`src/rtl/alu_share_arbiter.sv`:
```
// alu_share_arbiter: round-robin shared 64-bit ALU with registered result, flags and saturating grant counters
module alu_share_arbiter #(
  parameter int WIDTH = 64,
  parameter int CNT_W = 16
) (
  input  logic             clk,
  input  logic             rst,
  input  logic [1:0]       req_valid,
  output logic [1:0]       req_ready,
  input  logic [1:0]       req0_op,
  input  logic [WIDTH-1:0] req0_a,
  input  logic [WIDTH-1:0] req0_b,
  input  logic [1:0]       req1_op,
  input  logic [WIDTH-1:0] req1_a,
  input  logic [WIDTH-1:0] req1_b,
  output logic             out_valid,
  input  logic             out_ready,
  output logic             out_id,
  output logic [WIDTH-1:0] out_res,
  output logic             out_zf,
  output logic             out_sf,
  output logic             out_of,
  output logic [CNT_W-1:0] cnt0,
  output logic [CNT_W-1:0] cnt1
);
  localparam int M = WIDTH - 1;
  logic             last_grant;
  logic             load;
  logic [1:0]       xfer;
  logic             sel;
  logic [1:0]       op;
  logic [WIDTH-1:0] a;
  logic [WIDTH-1:0] b;
  logic [WIDTH-1:0] res;
  logic             of;
  always_comb begin
    load      = ~out_valid | out_ready;
    req_ready = ~load ? 2'b00 : &req_valid ? (last_grant ? 2'b01 : 2'b10) : req_valid;
    xfer      = req_valid & req_ready;
    sel       = req_ready[1];
    op        = sel ? req1_op : req0_op;
    a         = sel ? req1_a : req0_a;
    b         = sel ? req1_b : req0_b;
    res       = op == 2'd0 ? a + b : op == 2'd1 ? a - b : op == 2'd2 ? a & b : a ^ b;
    of        = op == 2'd0 ? (a[M] == b[M]) & (res[M] != a[M]) :
                op == 2'd1 ? (a[M] != b[M]) & (res[M] != a[M]) : 1'b0;
  end
  always_ff @(posedge clk or posedge rst) begin
    if (rst) begin
      out_valid  <= 1'b0;
      out_id     <= 1'b0;
      out_res    <= '0;
      out_zf     <= 1'b0;
      out_sf     <= 1'b0;
      out_of     <= 1'b0;
      cnt0       <= '0;
      cnt1       <= '0;
      last_grant <= 1'b1;
    end else if (|xfer) begin
      out_valid  <= 1'b1;
      out_id     <= xfer[1];
      out_res    <= res;
      out_zf     <= res == '0;
      out_sf     <= res[M];
      out_of     <= of;
      last_grant <= xfer[1];
      cnt0       <= cnt0 + {{(CNT_W-1){1'b0}}, xfer[0] & ~&cnt0};
      cnt1       <= cnt1 + {{(CNT_W-1){1'b0}}, xfer[1] & ~&cnt1};
    end else if (out_ready) begin
      out_valid  <= 1'b0;
    end
  end
endmodule

```
`config.mk`:
```
export PLATFORM = sky130hd
export DESIGN_NAME = alu_share_arbiter
export DESIGN_NICKNAME = d
export VERILOG_FILES = /design/src/rtl/alu_share_arbiter.sv
export SDC_FILE = /design/constraint.sdc
export NUM_CORES = 1
export LEC_CHECK = 0
export CAP_MARGIN = 25
export CELL_PAD_IN_SITES_DETAIL_PLACEMENT = 1
export CELL_PAD_IN_SITES_GLOBAL_PLACEMENT = 1
export CORE_ASPECT_RATIO = 1.1
export CORE_MARGIN = 5
export CORE_UTILIZATION = 39
export CTS_CLUSTER_SIZE = 16
export DETAILED_ROUTE_END_ITERATION = 10
export PLACE_DENSITY_LB_ADDON = 0.1
export SETUP_SLACK_MARGIN = 0.4
export SYNTH_ARGS = -nofsm -noshare
export SYNTH_HDL_FRONTEND = slang
export SYNTH_SLANG_ARGS = --single-unit
export TNS_END_PERCENT = 1
```
`constraint.sdc`:
```
create_clock -name clk -period 14.18 [get_ports clk]
set_input_delay 2.836 -clock clk [delete_from_list [all_inputs] [get_ports clk]]
set_output_delay 2.836 -clock clk [all_outputs]
set_load 0.02 [all_outputs]
```
== Yosys cells after proc, flatten, opt, wreduce, memory -nomap -nowiden ==
Cells that the tools add are included.
W data, S select, Z words.

* Register bits: 102
* Input port bits: 265
* Output and inout port bits: 103
* Word-level logic and storage cells: 49

* $add $sub $neg: 4
* Eq/ne operators: 5
* Multiplexer cells: 13
* Bitwise logic cells: 9
* Reductions and logical operators: 9

{| class="wikitable"
|+ Operators with widths
! kind !! count
|-
| $mux W64 || 5
|-
| $add A64 B64 Y64 || 1
|-
| $and A64 B64 Y64 || 1
|-
| $logic_not A64 Y1 || 1
|-
| $sub A64 B64 Y64 || 1
|-
| $xor A64 B64 Y64 || 1
|-
| $add A16 B1 Y16 || 2
|-
| $reduce_and A16 Y1 || 2
|-
| $mux W2 || 4
|-
| $and A1 B1 Y1 || 4
|-
| $mux W1 || 4
|-
| $and A2 B2 Y2 || 1
|-
| $eq A2 B1 Y1 const B || 1
|-
| $eq A2 B2 Y1 const B || 1
|-
| $logic_not A1 Y1 || 2
|-
| $logic_not A2 Y1 || 1
|-
| $ne A1 B1 Y1 || 2
|-
| $reduce_and A2 Y1 || 1
|-
| $reduce_bool A2 Y1 || 1
|-
| $reduce_or A2 Y1 || 1
|-
| $eq A1 B1 Y1 || 1
|-
| $not A1 Y1 || 1
|-
| $or A1 B1 Y1 || 1
|}

== Longest topological paths before layout ==
Gate-level depths: netlist of the first run.

* Depth in word-level cells: 12
* Mapped depth: 26

== Least setup slack after synthesis of the first run ==
Ideal clock, no wire load.

* Kind: input to register
* From: in req_valid[1]
* To: reg out_zf
* Setup time: 66 ps
* Arrival: 7842 ps
* Required time: 14114 ps
* Setup slack: 6272 ps
* Stages on the path: 25
* Path through: a21boi_1 -> nand2_1 -> inv_1 -> buf_2 -> buf_2 -> clkbuf_1 -> clkbuf_1 -> nand2_1 -> nand2_1 -> ha_1 -> clkbuf_1 -> a21oi_1 -> nor2_1 -> a2111oi_1 -> o21a_1 -> nor2_1 -> or3_1 -> a311oi_1 -> o31ai_1 -> a211o_1 -> a2111oi_0 -> nand4_1 -> nor4bb_1 -> nand4_1 -> nand2_1

* Cells in the longest elaborated chain, start to end: 9
* Elaborated cells on any way between the ends: 19

{| class="wikitable"
|+ RTL lines
! item !! line !! RTL
|-
| from (decl) || 8 || <nowiki>input logic [1:0] req_valid,</nowiki>
|-
| $reduce_and A2 Y1 || 38 || <nowiki>req_ready = ~load ? 2'b00 : &req_valid ? (last_grant ? 2'b01 : 2'b10) : req_valid;</nowiki>
|-
| $mux W2 * (2 in a row) || 38 ||
|-
| net req_ready[1] || 9 || <nowiki>output logic [1:0] req_ready,</nowiki>
|-
| branches (longest 6 deep; another with $sub A64 B64 Y64) || - ||
|-
| to (signal assigned) || 53 || <nowiki>out_zf <= 1'b0;</nowiki>
|-
| to (signal assigned) || 63 || <nowiki>out_zf <= res == '0;</nowiki>
|-
| to (decl) || 20 || <nowiki>output logic out_zf,</nowiki>
|}

Mark *: on every way through the listed nets, which the timed path passes.
A chain may end at the register's enable or synchronous reset.

== Final worst setup path of the first run ==
* From: in req_valid[1]
* To: reg out_zf

* Cells in the longest elaborated chain, start to end: 9
* Elaborated cells on any way between the ends: 19

{| class="wikitable"
|+ RTL lines
! item
|-
| branches (longest 9 deep; another with $sub A64 B64 Y64)
|}

Parallel ways; which one is timed is not known.

==> results of run 1 <==
## cell usage after synthesis (all sizes together) (25+ instances only)
cell type | number | area, sq um
buf | 41 | 193
nor2 | 173 | 649
xnor2 | 46 | 403
inv | 137 | 514
clkbuf | 102 | 383
o211ai | 37 | 278
nor2b | 30 | 188
o31ai | 29 | 223
a211oi | 41 | 313
ha | 122 | 1530
dfrtp | 100 | 2500
nand2 | 654 | 2450
a21oi | 182 | 915
o21ai | 130 | 651
a21o | 25 | 189
nor4 | 35 | 225
nand2b | 38 | 238
a2111oi | 28 | 260
nor3 | 61 | 305
nand3 | 55 | 275
nand4 | 43 | 269
## path summary, 6_finish.rpt
kind	slack (ns)	to
worst max-delay path	3.90	out_zf
worst min-delay path	0.48	out_res[46]
worst max register to register	6.50	out_zf
worst min register to register	0.48	out_res[46]
max in group asynchronous	10.39	out_res[40]
min in group asynchronous	2.80	cnt1[13]
## report_power, final
| group | leakage [uW] | internal, uW | total, uW | switching, uW |
|---|---|---|---|---|
| combinational | 0.00746 | 538 | 1490 | 949 |
| sequential | 0.00126 | 351 | 414 | 62.8 |
| clock | 0.000149 | 126 | 261 | 135 |
| total | 0.00887 | 1020 | 2160 | 1150 |
## kinds of logic after synthesis
kind of cell	after synthesis
AOI/OAI and AO/OA	706
DFF	101
xor gates and xnor gates	54
adders and majority gates	124
muxes	29
buffers and inverters	281
and+or+nand+nor	1188
## routing by layer
| layer | routed length (um) | share of wire (%) |
|---|---|---|
| met5 | 0 | 0 |
| met4 | 3650 | 4.5 |
| met3 | 6100 | 7.5 |
| met2 | 38100 | 47 |
| met1 | 33600 | 41 |
## registers in the layout, summed over array words and instances, names as in the netlist
name        flops
out_zf          1
last_grant      1
out_of          1
cnt0           16
cnt1           16
out_res        64
out_valid       1
out_id          1
## critical path: stages
cell and delay, ns:
clkdlybuf4s50_1 0.60, a21boi_1 0.22, buf_4 0.32, nand2_4 0.31
inv_4 0.71, buf_4 0.68, nand2_1 0.13, nand2_1 0.12
ha_1 0.24, fa_1 0.25, a21oi_1 0.15, o221ai_1 0.20
buf_4 0.20, a31oi_1 0.15, a31oi_1 0.55, a211oi_1 0.30
o41ai_1 0.73, a21oi_1 0.22, nor3_1 0.31, nor2_1 0.08
o311ai_0 0.85, nor4_2 0.13, nand4_1 0.13, nand2_1 0.06
## through the flow
stage	total power [uW]	instance area, sq um	worst slack (ns)
6_report	2160	20400	3.90
5_1_grt	2280	20400	3.51
4_1_cts	2130	20400	3.98
3_5_place_dp	1870	20100	3.67
3_3_place_gp	1830	20100	3.86
2_1_floorplan	1260	16100	6.27
## layout make-up
type,count,area [sq um]
Fill cell,5375,20600
Clock buffer,9,225
Clock inverter,7,72.6
Inverter,138,523
Multi-Input combinational cell,2101,12500
Sequential cell,101,2530
Tap cell,520,651
Timing Repair Buffer,395,3900
==> flow_summary.toml, run 1 <==
[global_route]
grt_pass1_wl_mm = 124
antenna_found_initial = 0
grt.met2_usage_pct = 57.6
grt_pass1_vias = 20949
grt_max_degree = 94
met3_usage_pct = 3.92
overflow = 0
grt_usage_pct = 34.2
grt-busiest-layer = "met2"
met1_usage_pct = 44.6

[final_layout]
area.growth.synth_to_final_pct = 26.9
layout_common_cells = "nand2_1, clkdlybuf4s50_1, a21oi_1"
instances_no_fill = 3271
nNetsFinal = 3135
layout-drive-gt1-share_pct = 3.78
antenna_cells = 0
layout_commonest_cell = "nand2_1"
fin_util_pct = 49.8

[detailed_routing]
drt_first_iter_violations = 1805
drt_first_pass_iters = 5
vias = 20687
antenna_left = 0
wl_per_cell_um = 24.9
drt_wl_total_mm = 81.5
drc = 0
via_per_inst = 6.32

[critical_path]
reg2reg_depth = 23
crit_fanout = 76
end_kind = "register"
crit_start = "req_valid[1]"
required_ns = 14.43
path_class = "in2reg"
cp.arrival_ns = 10.53
start_kind = "input port"
reg2reg_from = "last_grant"

[cts]
cts_max_path_buffers = 2
cts_buffers = 9
worstSkewPairLatency_ns = 0.37
clockRootBuffer = "clkbuf_16"
cts.repair.resized = 0
cts.sinks = 101
postCtsHoldBufs = 0
h-tree-depth = 3
cts_tree = "yes"
clk_pin_slew_worst_paths_ns = 0.08
cts_setup_buffers = 0

[yosys]
synth_xor_area_share_pct = 2.94
synthSimpleGateAreaFrac_pct = 33.0
synthAdderAreaFrac_pct = 9.75
synth_top_family_by_area = "simple AND/OR/NAND/NOR gates"
synth_compound_area_share_pct = 29.9
muxShareOfSynthArea_pct = 1.88
yosysWarningCount = 0
async_flop_share_pct = 100
yosys_register_bits = 101
synthCells = 2483
postSynthAreaPerCell_sq_um = 6.47
syn_nets = 2872
synth_cell_type_count = 96
synth_area_sq_um = 16100
synth_edf_count = 0
seq_area_frac_synth_pct = 15.7
ys.flop_type = "dfrtp_1"

[worst_hold_path]
hp-class = "reg2reg"
whs_path_depth = 2
min_from = "out_res[46]"

[sta]
tns_ns = 0
finalHoldViolCount = 0
skew_ns = 0.0141
relSlewSlack_pct = 28.8
finalCriticalPeriod_ns = 10.28
rsz0062_at_grt = "no"
min_period_over_period_pct = 72.5
setup_viol = 0
whs_ns = 0.476
fmax_mhz = 97.3
maxSlewViolCount = 0
tightest_slew_ns = 1.06

[run_status]
status = "finished clean"

[die]
row_count = 78
start_util_pct = 39.2
ioPinCount = 368
dieArea_sq_um = 45400
die_h_um = 223
die_x_um = 204
coreArea_sq_um = 41000

[power_and_ir_drop]
p_per_area_nw_per_um2 = 106
ir_worst_vdd_mv = 0.0588
power.leakage_uw = 0.00887

[place]
place_inst = 3254
place_congestion = 0.967
dpl.hpwl_mm = 65.1
port_buffers = 367

[run]
drv_cap = 0
Power figures use the tool's default switching activity.
==> run 2, diff against run 1 <==
--- a/config.mk
+++ b/config.mk
@@ -10,7 +10,7 @@
 export CELL_PAD_IN_SITES_GLOBAL_PLACEMENT = 1
 export CORE_ASPECT_RATIO = 1.1
 export CORE_MARGIN = 5
-export CORE_UTILIZATION = 39
+export CORE_UTILIZATION = 33
 export CTS_CLUSTER_SIZE = 16
 export DETAILED_ROUTE_END_ITERATION = 10
 export PLACE_DENSITY_LB_ADDON = 0.1
==> constraint.sdc (replaced) <==
create_clock -name clk -period 8.7 [get_ports clk]
set_input_delay 1.74 -clock clk [delete_from_list [all_inputs] [get_ports clk]]
set_output_delay 1.74 -clock clk [all_outputs]
set_load 0.02 [all_outputs]
==> run 2 against run 1 <==
Against the previous run:
- routed wire length grew 6.0%
- worst setup slack lost 3.3 ns
- clock power grew 61%
- total power grew 66%
- first-iteration DRC count shrank 15%
- critical endpoint unchanged
- largest power group unchanged
==> flow_summary.toml, run 2 (same netlist as run 1, synthesis figures left out) <==
[run_status]
status = "finished clean"

[final_layout]
layout_commonest_cell = "nand2_1"
layout-drive-gt1-share_pct = 5.13
largest_reg_flops = 64
finalInstanceArea_sq_um = 20800
nNetsFinal = 3172
num-fill-cells = 6229
largestRegisters = "out_res x64, cnt0 x16, cnt1 x16"
layout_common_cells = "nand2_1, clkdlybuf4s50_1, a21oi_1"
largest_register = "out_res"
area.growth.synth_to_final_pct = 29.7
antenna_cells = 0

[detailed_routing]
wl_met3_mm = 4.84
drc = 0
drt_first_iter_violations = 1535
drt_first_pass_iters = 5
vias = 20512
met1_length_mm = 36.3
via_per_inst = 5.97
drt_wl_total_mm = 86.4
dr_wl_met2_mm = 41.6
antenna_left = 0
top_layer_used = "met4"
wl_per_cell_um = 25.2

[sta]
maxSlewViolCount = 0
rsz0062_at_grt = "no"
relSlewSlack_pct = 30.1
fmax_mhz = 123
finalHoldViolCount = 0
tightest_slew_ns = 1.05
finalCriticalPeriod_ns = 8.10
skew_ns = 0.0139
setup_viol = 0
tns_ns = 0
min_period_over_period_pct = 93.1
whs_ns = 0.476

[worst_hold_path]
min_from = "out_res[15]"
min_to = "out_res[15]"
hp-class = "reg2reg"
whs_path_depth = 2

[place]
dpl_cell_area_sq_um = 20500
place_congestion = 0.980
dpl.hpwl_mm = 70.7
port_buffers = 367

[critical_path]
slowest_stage = "o311ai_1"
cp_cell_sequence = "clkdlybuf4s50_1, a21boi_1, nand2_4, inv_4, nand2_1, nand2_1, ha_1, or4_1, or2_1, a211oi_1, o31ai_1, a31oi_1, nor4_1, o311ai_1, and4b_1, nand4_1, nor4_1, nand4b_1, nor4_2, nand4_1, nand2_1"
reg2reg_depth = 20
r2r_slack_ns = 2.21
critPathMostFrequentCell = "nand2_1"
crit_fanout = 43
reg2reg_from = "last_grant"
end_kind = "register"
max_stage_delay_ns = 0.66
required_ns = 9.00
cp_top_family = "simple AND/OR/NAND/NOR gates"
r2r_end = "out_zf"
crit_buf_inv = 2
start_kind = "input port"
path_class = "in2reg"
cp.arrival_ns = 8.40

[die]
dieArea_sq_um = 53200
coreArea_sq_um = 48000
start_util_pct = 33.5
row_count = 84
die_x_um = 220
die_h_um = 241
ioPinCount = 368

[cts]
worstSkewPairLatency_ns = 0.36
cts_max_path_buffers = 2
cts_tree = "yes"
cts.sinks = 101
cts_buffers = 9
clockRootBuffer = "clkbuf_16"
h-tree-depth = 3
clk_pin_slew_worst_paths_ns = 0.08

[global_route]
grt_pass1_vias = 20895
grt_max_degree = 93
overflow = 0
grt_pass1_wl_mm = 128
grt_usage_pct = 30.9
antenna_found_initial = 0

[power_and_ir_drop]
p_per_area_nw_per_um2 = 172
power.leakage_uw = 0.00905
ir_worst_vdd_mv = 0.0885

[run]
drv_cap = 0
==> run 2: worst max path at each step <==
| stage | start | end | slack (ns) | cells after the start |
|---|---|---|---|---|
| 2_1_floorplan | req_valid[1] | out_zf | 1.89 | 25 |
| 3_3_place_gp | req_valid[1] | out_zf | 0.30 | 21 |
| 3_5_place_dp | req_valid[1] | out_zf | 0.16 | 21 |
| 4_1_cts | req_valid[1] | out_zf | 0.52 | 21 |
| 5_1_grt | req_valid[1] | out_zf | 0.42 | 22 |
| 6_report | req_valid[1] | out_zf | 0.60 | 21 |
==> run 2: final cells by class <==
class / count / area (sq um) / share of cell area [%]
Clock buffer: 9 / 225 / 1.08
Clock inverter: 7 / 92.6 / 0.444
Inverter: 138 / 523 / 2.51
Multi-Input combinational cell: 2101 / 12500 / 60.0
Sequential cell: 101 / 2530 / 12.1
Tap cell: 645 / 807 / 3.87
Timing Repair Buffer: 432 / 4170 / 20.0
==> run 2: per-stage QoR <==
step	setup WS [ns]	total power [uW]	cells	util, %
final	0.600	3580	3433	43.4
after global routing	0.416	3790	3433	43.4
after CTS	0.515	3560	3433	43.4
after detailed placement	0.162	3130	3417	42.7
after global placement	0.302	3090	3417	42.7
after floorplan	1.89	2060	2483	-
==> run 2: power by group <==
part           internal [uW]  switching, uW
combinational            909           1590
clock                    207            214
sequential               573           88.8
==> run 2: worst min-delay path, stage by stage, from the launching register on <==
cell and delay, ns:
dfrtp_1 0.35, nand2_1 0.05, nand2_1 0.05
==> run 2: repair_timing <==
item / CTS / global route
hold buffers: 0 / 0
buffers inserted: 0 / 0
endpoints found under the setup margin: 0 / 2
resized for setup: 0 / 3
==> run 2: metal layers <==
metal | global-route usage, % | vias to the layer above
li1 | - | 9466
met1 | 39.8 | 10129
met2 | 53.3 | 755
met3 | 3.15 | 162
met4 | 11.7 | 0
met5 | 0 | -
